$ cat src/rtl/alu_arbiter.sv
// alu_arbiter: shares one external combinational 16-bit ALU between two
// valid/ready requesters. Round-robin arbitration in IDLE, registered operand
// issue, result capture in EXEC and a one-cycle tagged response in RESP.
// Optional build macro: ALU_ARB_FIXED_PRIO_EN (port 0 always wins contention).
module alu_arbiter #(
  parameter int unsigned WIDTH = 16,
  parameter int unsigned OPW   = 3
) (
  input  logic             clk,
  input  logic             rst,
  input  logic             req_valid0,
  input  logic             req_valid1,
  input  logic [OPW-1:0]   req_op0,
  input  logic [OPW-1:0]   req_op1,
  input  logic [WIDTH-1:0] req_a0,
  input  logic [WIDTH-1:0] req_a1,
  input  logic [WIDTH-1:0] req_b0,
  input  logic [WIDTH-1:0] req_b1,
  output logic             req_ready0,
  output logic             req_ready1,
  output logic [OPW-1:0]   alu_op,
  output logic [WIDTH-1:0] alu_a,
  output logic [WIDTH-1:0] alu_b,
  input  logic [WIDTH-1:0] alu_y,
  output logic             resp_valid,
  output logic             resp_id,
  output logic [WIDTH-1:0] resp_data,
  output logic             resp_zero,
  output logic             busy
);

  typedef enum logic [1:0] {
    IDLE = 2'd0,
    EXEC = 2'd1,
    RESP = 2'd2
  } state_t;

  state_t state_q;
  state_t state_d;
  logic   last_id_q;
  logic   id_q;
  logic   gnt_valid;
  logic   gnt_id;

  // Grant decision: only in IDLE, recomputed every cycle, nothing remembered.
  // Readies are held low while reset is asserted so all outputs read 0.
  always_comb begin
    gnt_valid = 1'b0;
    gnt_id    = 1'b0;
    if (state_q == IDLE && !rst) begin
      if (req_valid0 && req_valid1) begin
        gnt_valid = 1'b1;
`ifdef ALU_ARB_FIXED_PRIO_EN
        gnt_id    = 1'b0;
`else
        gnt_id    = ~last_id_q;
`endif
      end else if (req_valid0) begin
        gnt_valid = 1'b1;
        gnt_id    = 1'b0;
      end else if (req_valid1) begin
        gnt_valid = 1'b1;
        gnt_id    = 1'b1;
      end
    end
    req_ready0 = gnt_valid & ~gnt_id;
    req_ready1 = gnt_valid & gnt_id;
  end

  // Next-state and status outputs.
  always_comb begin
    state_d    = state_q;
    resp_valid = 1'b0;
    busy       = 1'b1;
    case (state_q)
      IDLE: begin
        busy = 1'b0;
        if (gnt_valid) state_d = EXEC;
      end
      EXEC: state_d = RESP;
      RESP: begin
        resp_valid = 1'b1;
        state_d    = IDLE;
      end
      default: state_d = IDLE;
    endcase
  end

  // State register; reset aborts any operation in flight.
  always_ff @(posedge clk or posedge rst) begin
    if (rst) state_q <= IDLE;
    else     state_q <= state_d;
  end

  // Operand issue on handshake, result capture at the end of EXEC.
  always_ff @(posedge clk or posedge rst) begin
    if (rst) begin
      last_id_q <= 1'b1;
      id_q      <= 1'b0;
      alu_op    <= '0;
      alu_a     <= '0;
      alu_b     <= '0;
      resp_id   <= 1'b0;
      resp_data <= '0;
      resp_zero <= 1'b0;
    end else begin
      if (state_q == IDLE && gnt_valid) begin
        alu_op    <= gnt_id ? req_op1 : req_op0;
        alu_a     <= gnt_id ? req_a1  : req_a0;
        alu_b     <= gnt_id ? req_b1  : req_b0;
        id_q      <= gnt_id;
        last_id_q <= gnt_id;
      end
      if (state_q == EXEC) begin
        resp_data <= alu_y;
        resp_zero <= (alu_y == '0);
        resp_id   <= id_q;
      end
    end
  end

endmodule
$ cat config.mk
export PLATFORM = sky130hd
export DESIGN_NAME = alu_arbiter
export DESIGN_NICKNAME = d
export VERILOG_FILES = /design/src/rtl/alu_arbiter.sv
export SDC_FILE = /design/constraint.sdc
export NUM_CORES = 1
export LEC_CHECK = 0
export ABC_AREA = 1
export CAP_MARGIN = 20
export CORE_AREA = 2 2 85 87
export CTS_BUF_LIST = sky130_fd_sc_hd__clkbuf_4 sky130_fd_sc_hd__clkbuf_8
export DETAILED_ROUTE_END_ITERATION = 10
export DIE_AREA = 0 0 87 89
export PLACE_DENSITY = 0.8
export SLEW_MARGIN = 20
export SYNTH_ARGS = -nofsm -noshare
export SYNTH_HDL_FRONTEND = slang
export SYNTH_SLANG_ARGS = --single-unit
export TNS_END_PERCENT = 20
$ cat constraint.sdc
create_clock -name clk -period 4.16 [get_ports clk]
set_clock_uncertainty 0.1 [all_clocks]
set_input_delay 0.832 -clock clk [delete_from_list [all_inputs] [get_ports clk]]
set_output_delay 0.832 -clock clk [all_outputs]
set_load 0.02 [all_outputs]
## After elaboration in Yosys (flattened, before gate mapping)

Cells that the tools add are included.

- Register bits: 57
- Latch bits: 0
- Bits in writable memories: 0
- Memory bits (read-only): 0
- Bits of input ports: 90
- Output and inout bits: 57
- Word-level logic and storage cells: 36
- Memories kept: 0

- Add/subtract/negate cells: 0
- $mul: 0
- Divide/modulo/power cells: 0
- Order comparisons: 0
- Eq/ne operators: 3
- Shift-type cells: 0
- Mux-type cells: 14
- Bitwise operators: 4
- Reductions and logical operators: 6

Operators with widths:

| cell | count |
|---|---|
| 16-bit 2-to-1 mux | 2 |
| 16-bit zero test | 1 |
| 1-bit 2-to-1 mux | 9 |
| 2-bit case mux with 2 select lines | 1 |
| 1-bit logical AND | 3 |
| 3-bit 2-to-1 mux | 1 |
| 1-bit bitwise AND | 2 |
| 2-bit by 1-bit equality test with 1-bit output, second input constant | 1 |
| 2-bit equality test, second input constant | 1 |
| 2-bit zero test | 1 |
| 2-bit 2-to-1 mux | 1 |
| 2-bit inequality test, second input constant | 1 |
| 1-bit inverter | 2 |
| 1-bit zero test | 1 |

## Logic depth before layout (Yosys ltp)

Gate-level depths: netlist of run 1.

- Word-level depth: 6
- Gate-level depth with buffers: 7

## Worst setup path before layout of run 1

OpenSTA, ideal clock, no wires.

- Path type: input to output
- Start: in rst
- End: out req_ready0
- Arrival time: 2.951 ns
- Slack: 0.277 ns
- Stages on the path: 6
- Cells stage by stage: inv_1 nand2_4 inv_2 nand2_4 buf_6 nor2_1

- Word-level cells in the longest chain between the ends: 5

Ends and longest elaborated chain:

| item | RTL line | source |
|---|---|---|
| start: declaration | 10 | `input logic rst,` |
| 1-bit zero test (no line) (*) | -- |  |
| 1-bit logical AND (*) | 50 | `if (state_q == IDLE && !rst) begin` |
| 1-bit 2-to-1 mux | 50 |  |
| 1-bit inverter | 66 | `req_ready0 = gnt_valid & ~gnt_id;` |
| 1-bit bitwise AND (*) | 66 |  |
| end: declaration | 19 | `output logic req_ready0,` |

Every way passes the cells marked *; elsewhere a longest branch is shown, timed or not.

## Worst setup path after layout of run 1

- Start: in req_valid0
- End: out req_ready0

- Word-level cells in the longest chain between the ends: 5

Ends and longest elaborated chain:

| item | RTL line | source |
|---|---|---|
| start: declaration | 11 | `input logic req_valid0,` |
| 1-bit 2-to-1 mux / 1-bit logical AND (equally long branches) | 58, 51 |  |
| 1-bit 2-to-1 mux | 51 | `if (req_valid0 && req_valid1) begin` |
| 1-bit 2-to-1 mux | 50 |  |
| 1-bit inverter | 66 |  |
| 1-bit bitwise AND (*) | 66 |  |

Marks and branches as above.

==> out/results.ini, run 1 <==
[final_layout]
diodes=0
fin_nets=536
final_util_pct=63.09
area_growth_syn_to_layout_pct=64.47
fin_cells=531
drive_gt1_share_pct=7.095

[clock_network]
cts.sinks=57
holdBufCountCts=0
cts_made_buffers=9
post_cts_buffers=0
clockBufferDepth=2
cts_tree=done
htree_levels=3
cts_resized=0
cts_root_buf=clkbuf_8
clkTransAtPathRegs_ps=60
clock_latency_ps=320

[run]
maxCapViolCount=0

[floorplanning]
rows=30
start_util_pct=38.36
die_w_um=87
fp.dieH_um=89
die-area_um2=7743
ios=147
coreArea_um2=6719

[critical_path]
rrSetupSlack_ps=2350
cp.required_ps=3230
worstSetupPathType=in2out
startpoint_type=primary input
cp_cell_sequence=clkdlybuf4s50_1, nand2_1, nand2_2, inv_1, nor2_1, clkdlybuf4s50_1
r2r_cells=3
path_max_fanout=15
endpoint_kind=output port
path_depth=6
cp_top_family=buffers and inverters
cp_slowest_cell=clkdlybuf4s50_1
cp_common_cell=clkdlybuf4s50_1
arrival_ps=2540
path_buf_inv=3
slowest_delay_ps=640

[drt]
drt_first_pass_iters=4
post_drt_via_cell_ratio=4.766
wl_per_cell_um=14.01
wirelength_mm=7.441
vias=2531
ant_nets=0
drt-initial-drc-count=71
drc=0

[timing]
rsz0062_at_grt=false
max_freq_mhz=288.0
maxSlewHeadroom_pct=52.33
setup_tns_ps=0
period_minus_slack_ps=3472
timing.final.hold_violations=0
finalCritPeriodShare_pct=83.46
whs_ps=371.4
slew_viol_final=0
setup_violations=0
tightest_slew_ps=715.0

[worst_hold_path]
hold_path_class=reg2reg
hold_depth=2

[pwr]
p_per_area_nw_per_um2=497.7
p_total_uw=2110
p_leak_uw=0.001950
peakVddDrop_mv=0.2353

[global_routing]
track_usage_pct=19.86
overflow=0
grt_pass1_vias=2551
grt_max_degree=58
antenna_found_initial=0
grt_first_pass_wirelength_mm=11.87

[synthesis]
yosysSeqAreaShare_pct=55.39
yosys_warnings=0
async_flop_share_pct=100.0
syn_area_per_cell_um2=8.592
ys_types=17
netlist_area_um2=2577
synth_edf_count=0
ys.flop_type=dfrtp_1
synth.ff_latch_count=57
synthCells=300
syn-num-nets=390

[outcome]
status=finished, final reports clean

[placement]
port_buffers=146
gp_congestion=0.7780
place_inst=515
dp_hpwl_mm=5.277

-- cell type report --
cell class,count,area (um2)
sequential,57,1428
timing repair buffer,150,1491
clock buffer,14,186.4
inverter,17,63.81
clock inverter,2,10.01
tap,80,100.1
fill,565,2480
multi-input combinational,211,959.7
-- stage by stage --
step           setup WS (ps)  area (um2)
6_report               688.0        4239
5_1_grt                560.2        4239
4_1_cts                686.6        4239
3_5_place_dp           705.7        4043
3_3_place_gp           710.0        4043
2_1_floorplan          277.0        2577
-- power by group --
| part | internal, uW | switching [uW] | total, uW |
|---|---|---|---|
| sequential | 706 | 84.2 | 790 |
| clock | 286 | 208 | 495 |
| combinational | 404 | 421 | 825 |
-- sequential cells by signal, indices dropped and copies added (netlist names) --
register   flops
alu_a         16
alu_b         16
alu_op         3
id_q           1
last_id_q      1
resp_data     16
resp_id        1
resp_zero      1
state_q        2
-- metal layers --
| metal | part of all wire, % | vias up | GRT usage, % | routed length (um) |
|---|---|---|---|---|
| li1 | - | 1252 | - | - |
| met5 | 0 | - | 0 | 0 |
| met1 | 39 | 1165 | 22.61 | 2933 |
| met2 | 49 | 103 | 34.21 | 3672 |
| met3 | 9.6 | 11 | 7.387 | 713 |
| met4 | 1.6 | 0 | 7.386 | 121 |
-- logic make-up after synthesis --
kind of cell / share of synthesized area, %
flip-flops: 55.39
AND/OR/NAND/NOR: 35.39
AO/OA/AOI/OAI: 1.845
buffers and inverters: 7.379
-- cell usage after synthesis, types with 2 or more instances --
cell type,number,share of area [%]
nand2_1,112,16
inv_1,15,2.2
dfrtp_1,56,54
nor2_2,2,0.49
nor2_1,9,1.3
buf_2,5,0.97
nand3_1,73,14
nand2_4,2,0.87
buf_4,3,0.87
o21ai_0,8,1.6
nor2_8,2,1.6
inv_2,2,0.29
buf_6,7,3.1
-- final timing paths --
path                                from             to
max                           req_valid0     req_ready0
min                        resp_data[11]  resp_data[11]
max reg2reg                   state_q[1]   resp_data[1]
min reg2reg                resp_data[11]  resp_data[11]
max in group asynchronous            rst      alu_a[10]
min in group asynchronous            rst        resp_id
-- tightest hold or removal path: cells and delay by family (launching register included) --
kind	cells	cell delay, ps
flip-flops	1	340
AND/OR/NAND/NOR	2	90
-- cell usage in the layout, fill, tap and decap left out, drive strengths merged --
cell type      Yosys  final
dfrtp             56     56
clkinv             0      2
o21ai              8      8
nor2              14     14
o21a               1      1
clkdlybuf4s50      0    146
clkbuf             0     14
buf               15      4
dfstp              1      1
inv               17     17
nand2            115    115
nand3             73     73
(Power assumes the default switching activity.)
==> run 2: changes to the inputs <==
CORE_AREA = 2 2 88 90   (was 2 2 85 87)
DIE_AREA = 0 0 90 92   (was 0 0 87 89)
PLACE_DENSITY = 0.78   (was 0.8)
clock period = 3.1 ns   (was 4.16 ns; I/O delays follow)
==> run 2 against run 1 <==
Power rose by 32%. Global-route usage decreased by 1.5 points. Cell area grew 0.53%. Register-to-register slack got worse by 1100 ps. Routed wire length is 0.12% lower. Hold slack got worse by 3.2 ps. Critical path depth unchanged. Non-clock buffer count up 1. Sequential cell count stayed put. Utilization down 5.9 points. Clock power up 27%. Largest cell class unchanged.
==> out/results.ini, run 2 (synthesis gave the netlist of run 1 again) <==
[timing]
timing.final.hold_violations=0  ; unchanged
rsz0062_at_grt=false
setup_tns_ps=0  ; unchanged
slew_viol_final=0  ; unchanged
finalCritPeriodShare_pct=92.25
max_freq_mhz=349.7
maxSlewHeadroom_pct=52.34  ; about the same
tightest_slew_ps=714.9  ; -0.1002 ps
setup_violations=0  ; unchanged
period_minus_slack_ps=2860
whs_ps=368.2  ; -3.225 ps

[drt]
wirelength_met1_mm=3.150  ; +7.4%
dr_wl_met2_mm=3.706  ; +0.93%
wirelength_mm=7.432  ; -0.12%
ant_nets=0  ; unchanged
post_drt_via_cell_ratio=4.613  ; -3.2%
vias=2551  ; +0.79%
drt_first_pass_iters=4  ; unchanged
wl_per_cell_um=13.44  ; -4.1%
route.met3.wl_um=502  ; -30%
drc=0  ; unchanged
drt-initial-drc-count=82  ; +15%
routed.top_layer=met4

[final_layout]
top_regs=alu_a: 16 flops, alu_b: 16 flops, resp_data: 16 flops
drive_gt1_share_pct=7.095  ; unchanged
final_area_um2=4262  ; +0.53%
fin_nets=537  ; +0.19%
diodes=0  ; unchanged
final_common_cell=clkdlybuf4s50_1
fill_cells=699  ; +24%
final_util_pct=57.22  ; -5.9 points
area_growth_syn_to_layout_pct=65.34
final_cell_mix=clkdlybuf4s50_1 (146), nand2_1 (112), nand3_1 (73)

[pwr]
p_leak_uw=0.001942  ; -0.37%
combinationalPowerShare_pct=39.7  ; +0.6 points
p_per_area_nw_per_um2=655.8  ; +32%
switching_share_pct=34.22  ; +0.40 points
internal-power_uw=1838  ; +32%
p_seq_share_pct=37.8  ; +0.3 points
p_switching_uw=956.3  ; +34%
peakVddDrop_mv=0.2757  ; +17%
pwr-share-clk_pct=22.5  ; -0.9 points

[global_routing]
grt_pass1_vias=2553  ; +0.078%
track_usage_pct=18.37  ; -1.5 points
antenna_found_initial=0  ; unchanged
grt_first_pass_wirelength_mm=12.26  ; +3.3%
grt_max_degree=58  ; unchanged
overflow=0  ; unchanged

[placement]
port_buffers=146  ; unchanged
dp_hpwl_mm=5.325  ; +0.91%
placed_cell_area_um2=4081  ; +0.96%
gp_congestion=0.7373  ; -5.2%

[floorplanning]
ios=147  ; unchanged
fp.dieH_um=92  ; +3.4%
coreArea_um2=7447  ; +11%
die_w_um=90  ; +3.4%
rows=32  ; +6.7%
start_util_pct=34.61  ; -3.8 points
die-area_um2=8280  ; +6.9%

[clock_network]
clock_latency_ps=320  ; about the same
clkTransAtPathRegs_ps=60  ; about the same
cts_resized=0  ; unchanged
cts_root_buf=clkbuf_8
cts.sinks=57  ; unchanged
cts_tree=done
cts_made_buffers=9  ; unchanged
clockBufferDepth=2  ; unchanged
post_cts_buffers=0  ; unchanged
htree_levels=3  ; unchanged
holdBufCountCts=0  ; unchanged

[worst_hold_path]
hold_depth=2  ; unchanged
hold_path_class=reg2reg
hp-start=last_id_q
min_to=last_id_q

[critical_path]
arrival_ps=2140  ; -400 ps
endpoint_kind=output port
path_max_fanout=4  ; -11
worstSetupPathType=in2out
r2r_cells=4  ; +1
r2r_start=state_q[0]
startpoint_type=primary input
rrSetupSlack_ps=1290  ; -1060 ps
rr_endpoint=resp_data[1]
cp.required_ps=2380  ; -850 ps

[outcome]
status=finished, final reports clean

[run]
maxCapViolCount=0  ; unchanged

[run 2: cell count changes in the layout (fill, tap and decap cells not counted)]
cell,change
clkinv_2,+1
clkbuf_4,-1
buf_4,+1
clkinvlp_4,+1
inv_2,-1
clkbuf_8,-1
[run 2: power groups by stage]
stage	registers [uW]	logic (uW)	clock network, uW
6_report	1060	1110	628
4_1_cts	1060	1130	646
3_3_place_gp	1060	1110	0
3_5_place_dp	1070	1130	0
2_1_floorplan	1300	297	0
5_1_grt	1080	1190	683
[run 2: how the worst max path moves through the flow]
stage	from	to	slack, ps
after floorplan	rst	req_ready0	130
after global placement	req_valid0	req_ready0	260
after detailed placement	req_valid0	req_ready0	240
after CTS	req_valid0	req_ready0	230
after global routing	req_valid0	req_ready0	160
final	req_valid0	req_ready0	240
[run 2: final cells by class]
cell class	instances	area (um2)	share of cell area, %
clock buffers	12	165.2	3.876
flip-flops and latches	57	1428	33.50
clock inverters	3	15.01	0.3523
inverters	17	67.56	1.585
multi-input cells	211	959.7	22.52
well taps	102	127.6	2.995
repair buffers	151	1499	35.17
[run 2: critical path, cell delays in order]
cell and delay (ps):
clkdlybuf4s50_1 500, nand2_1 80, nand2_2 150, inv_1 60, nor2_1 100, clkdlybuf4s50_1 640
[run 2: routing by layer]
| layer | GRT usage (%) | up-vias |
|---|---|---|
| met3 | 5.505 | 9 |
| met4 | 5.385 | 0 |
| met5 | 0 | - |
| met1 | 21.85 | 1205 |
| met2 | 32.21 | 82 |
| li1 | - | 1255 |
[run 2: stage by stage]
step / setup WS, ps / power, uW / cells
CTS: 226.2 / 2833 / 553
detailed placement: 240.6 / 2194 / 538
finish: 240.1 / 2795 / 553
global route: 163.9 / 2958 / 553
floorplan: 129.5 / 1600 / 300
global placement: 261.6 / 2166 / 538
==> run 3: changes to the inputs <==
CTS_CLUSTER_SIZE = 8   (was not set)
TNS_END_PERCENT = 100   (was 20)
==> results of run 3 <==
The final DEF is identical to that of run 2; final timing and power are the same.
